==> src/rtl/seg_scan_driver_if.sv <==
// Load/ready handshake carrying one display update (nibbles plus decimal points)
// from the producer into seg_scan_driver.
interface seg_scan_driver_if #(
    parameter int NUM_DIGITS = 8
);
    logic                      load;
    logic [4*NUM_DIGITS-1:0]   data_in;
    logic [NUM_DIGITS-1:0]     dp_in;
    logic                      ready;

    modport master (
        output load,
        output data_in,
        output dp_in,
        input  ready
    );

    modport slave (
        input  load,
        input  data_in,
        input  dp_in,
        output ready
    );
endinterface

==> src/rtl/seg_scan_driver.sv <==
// Time-multiplexed common-anode seven-segment scanner with frame-aligned updates and
// leading-zero suppression; define SEGSCAN_BLINK_EN to add per-digit blinking.
module seg_scan_driver #(
    parameter int NUM_DIGITS  = 8,
    parameter int DIV_WIDTH   = 11,
    parameter int BLINK_WIDTH = 24,
    localparam int IDX_W      = (NUM_DIGITS > 1) ? $clog2(NUM_DIGITS) : 1
) (
    input  logic                  clk,
    input  logic                  rst,
    seg_scan_driver_if.slave      bus,
    input  logic                  lz_blank,
    input  logic [NUM_DIGITS-1:0] blink_mask,
    output logic [NUM_DIGITS-1:0] an,
    output logic [7:0]            seg,
    output logic [IDX_W-1:0]      idx
);

    localparam logic [IDX_W-1:0] LAST_IDX = IDX_W'(NUM_DIGITS - 1);

    logic [DIV_WIDTH-1:0]    r_div_cnt;
    logic [IDX_W-1:0]        r_idx;
    logic [4*NUM_DIGITS-1:0] r_disp_nib;
    logic [NUM_DIGITS-1:0]   r_disp_dp;
    logic [4*NUM_DIGITS-1:0] r_pend_nib;
    logic [NUM_DIGITS-1:0]   r_pend_dp;
    logic                    r_pend_v;
    logic [NUM_DIGITS-1:0]   r_an;
    logic [7:0]              r_seg;

    logic w_tick;
    logic w_wrap;
    logic w_accept;
    logic w_commit;

    assign w_tick   = &r_div_cnt;
    assign w_wrap   = w_tick && (r_idx == LAST_IDX);
    assign w_accept = bus.load && !r_pend_v;
    // Commit only as the scan wraps so a frame never shows a mix of old and new data.
    assign w_commit = w_wrap && r_pend_v;

    always_ff @(posedge clk) begin
        if (rst) begin
            r_div_cnt  <= '0;
            r_idx      <= '0;
            r_disp_nib <= '0;
            r_disp_dp  <= '0;
            r_pend_nib <= '0;
            r_pend_dp  <= '0;
            r_pend_v   <= 1'b0;
        end else begin
            r_div_cnt <= r_div_cnt + DIV_WIDTH'(1);
            if (w_tick) begin
                r_idx <= w_wrap ? '0 : r_idx + IDX_W'(1);
            end
            if (w_accept) begin
                r_pend_nib <= bus.data_in;
                r_pend_dp  <= bus.dp_in;
                r_pend_v   <= 1'b1;
            end else if (w_commit) begin
                r_disp_nib <= r_pend_nib;
                r_disp_dp  <= r_pend_dp;
                r_pend_v   <= 1'b0;
            end
        end
    end

    assign bus.ready = !r_pend_v;

    function automatic logic [6:0] f_decode(input logic [3:0] nib);
        logic [6:0] segs;
        case (nib)
            4'h0:    segs = 7'b0000001;
            4'h1:    segs = 7'b1001111;
            4'h2:    segs = 7'b0010010;
            4'h3:    segs = 7'b0000110;
            4'h4:    segs = 7'b1001100;
            4'h5:    segs = 7'b0100100;
            4'h6:    segs = 7'b0100000;
            4'h7:    segs = 7'b0001111;
            4'h8:    segs = 7'b0000000;
            4'h9:    segs = 7'b0000100;
            4'hA:    segs = 7'b0001000;
            4'hB:    segs = 7'b1100000;
            4'hC:    segs = 7'b0110001;
            4'hD:    segs = 7'b1000010;
            4'hE:    segs = 7'b0110000;
            default: segs = 7'b0111000;
        endcase
        return segs;
    endfunction

    // Per scan position views; position 0 is the leftmost, most significant nibble.
    logic [3:0] w_pos_nib   [NUM_DIGITS];
    logic       w_pos_dp    [NUM_DIGITS];
    logic       w_pos_zero  [NUM_DIGITS];
    logic       w_pos_blank [NUM_DIGITS];

    genvar gi;
    generate
        for (gi = 0; gi < NUM_DIGITS; gi++) begin : g_pos
            assign w_pos_nib[gi] = r_disp_nib[4*(NUM_DIGITS-1-gi) +: 4];
            assign w_pos_dp[gi]  = r_disp_dp[NUM_DIGITS-1-gi];

            if (gi == 0) begin : g_first
                assign w_pos_zero[gi] = (w_pos_nib[gi] == 4'h0);
            end else begin : g_rest
                assign w_pos_zero[gi] = w_pos_zero[gi-1] && (w_pos_nib[gi] == 4'h0);
            end

            if (gi == NUM_DIGITS - 1) begin : g_last
                assign w_pos_blank[gi] = 1'b0;
            end else begin : g_lead
                assign w_pos_blank[gi] = lz_blank && w_pos_zero[gi];
            end
        end
    endgenerate

    logic [3:0] w_cur_nib;
    logic       w_cur_dp;
    logic       w_cur_blank;
    logic       w_blink_off;

    assign w_cur_nib   = w_pos_nib[r_idx];
    assign w_cur_dp    = w_pos_dp[r_idx];
    assign w_cur_blank = w_pos_blank[r_idx];

`ifdef SEGSCAN_BLINK_EN
    logic [BLINK_WIDTH-1:0] r_blink_cnt;
    logic                   w_pos_bmask [NUM_DIGITS];

    always_ff @(posedge clk) begin
        if (rst) begin
            r_blink_cnt <= '0;
        end else begin
            r_blink_cnt <= r_blink_cnt + BLINK_WIDTH'(1);
        end
    end

    generate
        for (gi = 0; gi < NUM_DIGITS; gi++) begin : g_bmask
            assign w_pos_bmask[gi] = blink_mask[NUM_DIGITS-1-gi];
        end
    endgenerate

    assign w_blink_off = r_blink_cnt[BLINK_WIDTH-1] && w_pos_bmask[r_idx];
`else
    logic w_unused_blink;

    assign w_unused_blink = (^blink_mask) ^ (BLINK_WIDTH > 0);
    assign w_blink_off    = 1'b0;
`endif

    always_ff @(posedge clk) begin
        if (rst) begin
            r_an  <= '1;
            r_seg <= 8'hFF;
        end else begin
            r_an <= ~(NUM_DIGITS'(1) << r_idx);
            if (w_cur_blank || w_blink_off) begin
                r_seg <= 8'hFF;
            end else begin
                r_seg <= {f_decode(w_cur_nib), ~w_cur_dp};
            end
        end
    end

    assign an  = r_an;
    assign seg = r_seg;
    assign idx = r_idx;

endmodule

==> src/flat_wrapper.sv <==
// flat-port wrapper written by rule: the top's interface ports become plain ports
module seg_scan_driver_flat 
#(
    parameter int NUM_DIGITS  = 8,
    parameter int DIV_WIDTH   = 11,
    parameter int BLINK_WIDTH = 24,
    localparam int IDX_W      = (NUM_DIGITS > 1) ? $clog2(NUM_DIGITS) : 1
)
  (clk, rst, lz_blank, blink_mask, an, seg, idx, bus_load, bus_data_in, bus_dp_in, bus_ready);
  seg_scan_driver_if #(.NUM_DIGITS(NUM_DIGITS)) bus_i ();
  input  logic clk;
  input  logic rst;
  input  logic lz_blank;
  input  logic [NUM_DIGITS-1:0] blink_mask;
  output logic [NUM_DIGITS-1:0] an;
  output logic [7:0] seg;
  output logic [IDX_W-1:0] idx;
  input wire logic [$bits(bus_i.load)-1:0] bus_load;
  input wire logic [$bits(bus_i.data_in)-1:0] bus_data_in;
  input wire logic [$bits(bus_i.dp_in)-1:0] bus_dp_in;
  output wire logic [$bits(bus_i.ready)-1:0] bus_ready;
  assign bus_i.load = bus_load;
  assign bus_i.data_in = bus_data_in;
  assign bus_i.dp_in = bus_dp_in;
  assign bus_ready = bus_i.ready;
  seg_scan_driver #(.NUM_DIGITS(NUM_DIGITS), .DIV_WIDTH(DIV_WIDTH), .BLINK_WIDTH(BLINK_WIDTH)) u_core (.clk(clk), .rst(rst), .bus(bus_i), .lz_blank(lz_blank), .blink_mask(blink_mask), .an(an), .seg(seg), .idx(idx));
endmodule
==> config.mk <==
export PLATFORM = sky130hd
export DESIGN_NAME = seg_scan_driver_flat
export DESIGN_NICKNAME = d
export VERILOG_FILES = /design/src/rtl/seg_scan_driver_if.sv /design/src/rtl/seg_scan_driver.sv /design/src/flat_wrapper.sv
export SDC_FILE = /design/constraint.sdc
export NUM_CORES = 1
export LEC_CHECK = 0
export CORE_UTILIZATION = 53
export CTS_CLUSTER_DIAMETER = 50
export CTS_CLUSTER_SIZE = 40
export DETAILED_ROUTE_END_ITERATION = 12
export PLACE_DENSITY_LB_ADDON = 0.05
export RECOVER_POWER = 50
export SLEW_MARGIN = 20
export SYNTH_ARGS = -nofsm -noshare
export SYNTH_HDL_FRONTEND = slang
export SYNTH_SLANG_ARGS = --single-unit
export TNS_END_PERCENT = 50
==> constraint.sdc <==
create_clock -name clk -period 2.8 [get_ports clk]
set_input_delay 0.28 -clock clk [delete_from_list [all_inputs] [get_ports clk]]
set_output_delay 0.28 -clock clk [all_outputs]
set_load 0.005 [all_outputs]
==> Word-level counts from Yosys, hierarchy flattened <==
Memories as Yosys holds them, arrays and structs flattened. A register that Yosys moved wholly into a read port is not among the register bits.
Index checks and enable logic that the tools add are counted.
{ "word_totals": {"ff_bits": 111, "out_inout_bits": 20, "elab_cells": 59, "n_memories": 1, "romBits": 112} }
{ "classes": {"reduce_logical": 28, "n_shift": 1, "n_eq_ne": 1, "order_cmp": 1, "mux": 12, "bitwise": 4, "n_addsub": 2} }
{ "memory_table": {"columns": ["name", "depth", "width", "read_ports", "rd_clocked_by_memory_dff", "wr", "line", "rtl"], "rows": [
  ["(name not given)", 16, 7, 1, 1, 0, "seg_scan_driver.sv:72", "case (nib)"]
]} }
{ "op_table": {"columns": ["op", "count"], "rows": [
  ["logical NOT 4 bit", 7],
  ["logical AND 1 bit", 16],
  ["binary-select mux 4 bit (select 3 bit)", 1],
  ["adder 11 x 1 -> 11 bit (second input constant)", 1],
  ["AND reduction 11 bit", 1],
  ["2-to-1 mux 4 bit", 2],
  ["inverter 8 bit", 1],
  ["left shift 1 x 3 -> 8 bit (first input constant)", 1],
  ["binary-select mux 1 bit (select 3 bit)", 2],
  ["2-to-1 mux 1 bit", 6],
  [">= comparator 4 bit (second input constant)", 1],
  ["inverter 3 -> 4 bit", 1],
  ["adder 3 x 1 -> 3 bit (second input constant)", 1],
  ["equality test 3 bit (second input constant)", 1],
  ["2-to-1 mux 3 bit", 1],
  ["inverter 1 bit", 2],
  ["AND reduction 2 bit", 1],
  ["nonzero test 2 bit", 1],
  ["OR reduction 2 bit", 1],
  ["logical NOT 1 bit", 1]
]} }

==> Depth between registers and ports, before layout <==
Gate-level depths: netlist (run 1).
{ "depth": {"depth_word": 12, "ltp_mapped": 9, "depth_no_buf": 8} }

==> Worst setup path before layout (run 1) <==
OpenSTA, ideal clock, no wires.
{ "synth_timing": {"path_kind": "reg2reg", "start": "register u_core.r_idx[0] (netlist: u_core.idx[0])", "end": "register u_core.r_seg[4] (netlist: u_core.seg[4])", "slack_ns": 0.665, "n_path_buf": 1, "arrival_ns": 2.061, "setup_time_ns": 0.074, "stages_incl_launch_ff": 8, "path_cell_list": "dfxtp_1 -> buf_6 -> mux4_2 -> mux2_4 -> inv_1 -> ha_1 -> o211a_1 -> o21ai_0"} }
{ "synth_via": {"elab_chain_len": 5} }
{ "synth_rtl": {"columns": ["element", "line", "rtl"], "rows": [
  ["from (decl)", "seg_scan_driver.sv:22", "logic [IDX_W-1:0] r_idx;"],
  ["from (signal assigned)", "seg_scan_driver.sv:54", "r_idx <= w_wrap ? '0 : r_idx + IDX_W'(1);"],
  ["inverter 3 -> 4 bit (implied by the code) *", "seg_scan_driver.sv:124, seg_scan_driver.sv:126", null],
  ["binary-select mux 1 bit (select 3 bit)", "seg_scan_driver.sv:126", "assign w_cur_blank = w_pos_blank[r_idx];"],
  ["2-to-1 mux 1 bit (implied by the code) (2 in a row)", "seg_scan_driver.sv:126", null],
  ["OR reduction 2 bit (no source line)", null, null],
  ["to (decl)", "seg_scan_driver.sv:29", "logic [7:0] r_seg;"]
]} }
Mark *: on every way between the ends. The rest lies on a longest branch, timed or not. The select of a mux whose other input is x is not followed.
A chain may end at the register's enable or synchronous reset.

==> Worst setup path in the final report (run 1) <==
{ "layout_timing": {"start": "register u_core.r_idx[0] (netlist: u_core.idx[0])", "end": "register u_core.r_disp_nib[27]"} }
{ "layout_via": {"elab_chain_len": 4} }
{ "layout_rtl": {"columns": ["element", "line", "rtl"], "rows": [
  ["equality test 3 bit", "seg_scan_driver.sv:37", "assign w_wrap = w_tick && (r_idx == LAST_IDX);"],
  ["logical AND 1 bit", "seg_scan_driver.sv:37", null],
  ["logical AND 1 bit", "seg_scan_driver.sv:40", "assign w_commit = w_wrap && r_pend_v;"],
  ["AND reduction 2 bit (no source line)", null, null],
  ["to (signal assigned)", "seg_scan_driver.sv:61", "r_disp_nib <= r_pend_nib;"],
  ["to (decl)", "seg_scan_driver.sv:23", "logic [4*NUM_DIGITS-1:0] r_disp_nib;"]
]} }
No other way between the ends.

==> results of run 1 <==
-- cells by family after synthesis --
family	count (synthesis)	share of synthesized area
fa+ha+maj	13	0.0359
mux	19	0.0779
buf+inv	42	0.0453
flops	111	0.491
xor+xnor	9	0.0174
compound gates	100	0.123
simple gates	230	0.210
-- area by class of cell --
class / count / share of cell area
sequential: 111 / 0.412
inverter: 9 / 0.00627
clock buffer: 11 / 0.0244
multi-input combinational: 371 / 0.391
tap: 105 / 0.0244
clock inverter: 5 / 0.0151
timing repair buffer: 72 / 0.127
-- tightest hold or removal path: stages --
cell	delay (ns)
clkdlybuf4s50_1	0.40
nand2_1	0.06
a21oi_1	0.05
-- report_power, final --
group	switching, mW	internal (mW)	leakage [nW]
Combinational	0.0817	0.0920	0.909
Sequential	0.0216	1.62	0.903
Clock	0.513	0.507	0.104
-- metrics by stage --
| stage | instances | setup WS, ns |
|---|---|---|
| floorplan | 524 | 0.665 |
| global placement | 668 | 0.530 |
| detailed placement | 668 | 0.511 |
| CTS | 684 | 0.487 |
| global route | 684 | 0.273 |
| finish | 684 | 0.466 |
-- synth_stat cells, types with 2 or more instances --
library cell,count
nand3_1,6
and4_1,4
nor2b_1,2
nor2_1,15
mux4_2,5
o221ai_1,3
buf_2,8
mux4_1,4
xnor2_1,4
mux2i_4,2
ha_1,13
xor2_1,5
buf_6,5
mux2i_1,6
a21oi_1,85
clkbuf_1,15
inv_1,8
nand2b_1,3
o211ai_1,2
buf_1,5
mux2_4,2
or3_1,2
dfxtp_1,111
o21ai_0,3
nor4_1,6
nand2_1,184
-- worst min path at each step --
stage,from,end,slack [ns],depth (start not counted)
detailed placement,u_core.r_pend_nib[14],u_core.r_disp_nib[14],0.44,2
global placement,u_core.r_div_cnt[0],u_core.r_div_cnt[0],0.43,1
finish,bus_data_in[10],u_core.r_pend_nib[10],0.46,3
global route,bus_dp_in[0],u_core.r_pend_dp[0],0.46,3
floorplan,bus_dp_in[0],u_core.r_pend_dp[0],0.42,2
CTS,rst,u_core.r_div_cnt[3],0.39,2
-- state kept, by name, indices dropped and copies added (netlist names) --
register	count
u_core.an	8
u_core.r_pend_v	1
u_core.r_div_cnt	11
u_core.idx	3
u_core.r_disp_nib	32
u_core.r_disp_dp	8
u_core.r_pend_nib	32
u_core.r_pend_dp	8
u_core.seg	8
-- routing by layer --
layer / vias to the layer above / wire [um] / global-route usage
li1: 1855 / - / -
met1: 1655 / 4220 / 0.276
met2: 68 / 4320 / 0.372
met3: 8 / 387 / 0.0411
met4: 0 / 75 / 0.0731
met5: - / 0 / 0
==> impl_results.md, run 1 <==
* Worst Hold Class: in2reg
* Slew HR at -0.0988
* First-pass GRT wire length at 15300 um
* Flop-to-flop setup slack at 0.47 ns
* Post-synth top area cell: dfxtp_1
* Cell Rows at 33
* R2R cell count at 7
* Fmax at 428 MHz
* Hold_ws at 0.457 ns
* Crit Path Class: reg2reg
* Distinct cells, synth at 42
* Critical Path Sink: u_core.r_disp_nib[27]
* Worst slew pin tran at 1.65 ns
* Seq cells post-synth at 111
* Post-route ant nets at 0
* Final max-slew violation count at 41
* Dominant synthesized flop cell: dfxtp_1
* Post-CTS Resized at 0
* Vias in the first global route at 3357
* Post-DP Area at 0.00519 mm2
* Overall power at 2.84 mW
* Asr flop ratio synth at 0
* Cell Chain, Critical Path: buf_4 -> ha_1 -> ha_1 -> nand2_1 -> or2_2 -> nand2_1 -> a21oi_1
* Vias post-DR at 3586
* Maximum fanout along the worst path at 40
* CP Data Required Time at 2.99 ns
* Area of the multi-input gates at 0.00211 mm2
* Final setup vio count at 0
* Max clock buf depth at 2
* Initial Util at 0.548
* Via density at 5.24
* Cell count after synthesis at 524
* IO buf count at 63
* HPWL after detailed placement at 6300 um
* Post-layout minimum cycle time at 2.33 ns
* Gr usage total at 0.218
* Setup bufs post-CTS at 0
* RSZ-0062 raised after global routing: no
* Leak Pwr at 1.92 nW
* First-iteration detailed-routing DRC count at 149
* Critical path startpoint category: register
* DRT Wirelength at 9010 um
* Delay-heaviest family, CP: simple AND/OR/NAND/NOR gates
* Core Area at 0.00826 mm2
* Layout cells sized above 1 at 0.0674
* Final instance area at 0.00539 mm2
* Largest net degree at the start of global routing at 46
* I/O pin total at 72
* CP max stage cell: dfxtp_1
* Max_cap viols at 1
* Grt ovf at 0
* Vert. Die Dim at 94.4 um
* Max H-tree Level at 3
* Worst Path Buf+Inv at 1
* Initial antenna violation count at 0
* Antenna diode count at 0
* Cts bufs inserted at 9
* Worst r2r dst: u_core.r_disp_nib[27]
* Root Driver: clkbuf_8
* Crit end category: register
* P per Cell Area at 526 mW/mm2
* Mapped Avg Cell Area at 8.64 um2
* Critical Path Source: u_core.idx[0]
* Final Core Density at 0.652
* Setup TNS at 0 ns
* Clock Latency Late Sink at 0.36 ns
* Die Wd at 94.4 um
* Gpl congestion at 0.864
* Peak VDD IR at 0.000245 V
* Critical path arrival at 2.52 ns
* Clock skew at 0.0118 ns
* Clk slew on worst S/H paths at 0.10 ns
* Synth area leaders: dfxtp_1 49%, nand2_1 15%, a21oi_1 9.4%
* Synthesized area at 0.00453 mm2
* Tcrit/Tclk final at 0.834
* FF/Latch Area at 0.00222 mm2
* Final nets at 639
* Failing checks: max-capacitance violations, max-slew violations
* Leading cell type in the layout, fill and taps excluded: nand2_1
* Crit path largest cell delay at 0.57 ns
* Full die area at 0.00892 mm2
* Status: complete, but fails checks
* Most frequent cells in the layout: 184 x nand2_1, 111 x dfxtp_1, 85 x a21oi_1
* Drt wl/cell at 13.2 um
* DR pass1 iterations at 5
* Worst r2r src: u_core.idx[0]
* DRC viols at 0
* Final Hold Viols at 0
* CTS Sinks at 111
* Yosys top cell area share at 0.491
* Ys Warns at 0
* Cts hold-fix bufs at 0
* CTS tree: yes
* Sequential area share after synthesis at 0.491
* Synth Net Count at 589
* Filler instances at 742
* Number of flops mapped to enable cells by yosys at 0
* Area delta synth->final at 19.0%
* Crit path depth at 7
Power figures use the tool's default switching activity.
==> run 2, diff against run 1 <==
clock period = 2.2 ns   (was 2.8 ns; I/O delays follow)
==> impl_results.md, run 2 (same netlist as run 1, synthesis figures left out) <==
* Status: finished, final reports clean
* Peak VDD IR at 0.000420 V (+72%)
* Gpl congestion at 0.884 (+2.3%)
* Maximum fanout along the worst path at 5 (-88%)
* Worst slew pin tran at 1.19 ns (-0.460 ns)
* Critical path startpoint category: register
* Critical path arrival at 2.31 ns (-0.21 ns)
* Cell Rows at 33 (unchanged)
* Post-layout minimum cycle time at 2.02 ns (-0.314 ns)
* Full die area at 0.00892 mm2 (unchanged)
* Layout cells sized above 1 at 0.0853 (+0.0180)
* Core Area at 0.00826 mm2 (unchanged)
* Delay-heaviest family, CP: multiplexers
* Fmax at 495 MHz (+16%)
* Worst Hold Class: in2reg
* Clock Latency Late Sink at 0.36 ns (about the same)
* IO buf count at 63 (unchanged)
* CP Data Required Time at 2.49 ns (-0.50 ns)
* Worst r2r dst: u_core.seg[4]
* Final setup vio count at 0 (unchanged)
* HPWL after detailed placement at 6300 um (about the same)
* Slew HR at 0.208 (+0.307)
* DRT Wirelength at 8960 um (-0.49%)
* CTS tree: yes
* Die Wd at 94.4 um (unchanged)
* Leading cell type in the layout, fill and taps excluded: nand2_1
* Vias post-DR at 3625 (+1.1%)
* Leak Pwr at 1.97 nW (+2.7%)
* First-pass GRT wire length at 15300 um (+0.32%)
* Setup TNS at 0 ns (unchanged)
* Flop-to-flop setup slack at 0.18 ns (-0.29 ns)
* Max H-tree Level at 3 (unchanged)
* Clock skew at 0.0122 ns (+0.000370 ns)
* Cts hold-fix bufs at 0 (unchanged)
* Crit Path Class: reg2reg
* P per Cell Area at 661 mW/mm2 (+26%)
* Root Driver: clkbuf_8
* CTS Sinks at 111 (unchanged)
* Max clock buf depth at 2 (unchanged)
* Vert. Die Dim at 94.4 um (unchanged)
* R2R cell count at 6 (-1)
* Most frequent cells in the layout: 184 x nand2_1, 109 x dfxtp_1, 85 x a21oi_1
* Cts bufs inserted at 9 (unchanged)
* Hold Startpoint: bus_data_in[23]
* Initial antenna violation count at 0 (unchanged)
* Via density at 5.25 (about the same)
* Worst hold path depth at 3 (unchanged)
* RSZ-0062 raised after global routing: no
* Largest net degree at the start of global routing at 42 (-8.7%)
* Post-route ant nets at 0 (unchanged)
* Final nets at 646 (+1.1%)
* Crit end category: register
* Clk slew on worst S/H paths at 0.10 ns (about the same)
* Max_cap viols at 0 (-1)
* Tcrit/Tclk final at 0.918 (+0.0845)
* Final max-slew violation count at 0 (-100%)
* Gr usage total at 0.219 (+0.000972)
* Drt wl/cell at 13.0 um (-1.5%)
* Area delta synth->final at 21.2%
* Vias in the first global route at 3452 (+2.8%)
* CP max stage cell: mux4_2
* Cell Chain, Critical Path: mux4_2 -> mux2_4 -> inv_1 -> ha_1 -> o211a_1 -> o21ai_0
* Hold_ws at 0.396 ns (-0.0611 ns)
* Worst Path Buf+Inv at 1 (unchanged)
* Grt ovf at 0 (unchanged)
* Initial Util at 0.548 (unchanged)
* DRC viols at 0 (unchanged)
* DR pass1 iterations at 5 (unchanged)
* First-iteration detailed-routing DRC count at 89 (-40%)
* Worst r2r src: u_core.idx[0]
* Biggest regs: u_core.r_disp_nib x32, u_core.r_pend_nib x32, u_core.r_div_cnt x11
* I/O pin total at 72 (unchanged)
* Overall power at 3.63 mW (+28%)
* Antenna diode count at 0 (unchanged)
* Crit path largest cell delay at 0.52 ns (-0.05 ns)
* Hold endpoint: u_core.r_pend_nib[23]
* Final Hold Viols at 0 (unchanged)
## run 2: cell type report
type / instances / area [um2]
Clock buffer: 10 / 128
Clock inverter: 6 / 92.6
Fill cell: 718 / 2770
Inverter: 9 / 33.8
Multi-Input combinational cell: 371 / 2110
Sequential cell: 111 / 2220
Tap cell: 105 / 131
Timing Repair Buffer: 79 / 773
## run 2: worst max path at each step
stage / startpoint / to / cells past startpoint
final: u_core.idx[0] / u_core.seg[4] / 6
after CTS: u_core.idx[0] / u_core.seg[4] / 6
after global routing: u_core.idx[0] / u_core.r_disp_nib[30] / 7
after floorplan: u_core.idx[0] / u_core.seg[4] / 7
after detailed placement: u_core.idx[0] / u_core.seg[4] / 6
after global placement: u_core.idx[0] / u_core.seg[4] / 6
## run 2: worst register-to-register path, cell delays in order, from the launching register on
cell	delay (ns)
dfxtp_2	0.39
mux4_2	0.52
mux2_4	0.31
inv_1	0.10
ha_1	0.26
o211a_1	0.23
o21ai_0	0.14
## run 2: metrics by stage
| stage | std cells | setup WS [ns] | area (um2) | utilization |
|---|---|---|---|---|
| after floorplan | 524 | 0.0651 | 4530 | - |
| after global placement | 673 | 0.0902 | 5240 | 0.634 |
| after detailed placement | 673 | 0.0670 | 5240 | 0.634 |
| after CTS | 689 | 0.0497 | 5460 | 0.661 |
| after global routing | 691 | 0.0132 | 5490 | 0.665 |
| final | 691 | 0.180 | 5490 | 0.665 |
## run 2: per-layer routing
layer  global-route usage  share of wire  routed length [um]  vias up
li1                     -              -                   -     1861
met1                0.269           0.46                4150     1690
met2                0.378           0.49                4350       64
met3               0.0531          0.035                 311       10
met4               0.0641          0.016                 146        0
met5                    0              0                   0        -
## run 2: repair_timing
action	CTS	global route
setup buffers	0	2
gates resized for setup	0	2
setup endpoints to repair	0	47
hold endpoints to repair	0	0
## run 2: where the power goes
part | internal, mW | switching, mW | total (mW)
Clock | 0.652 | 0.665 | 1.32
Sequential | 2.06 | 0.0275 | 2.09
Combinational | 0.119 | 0.104 | 0.223
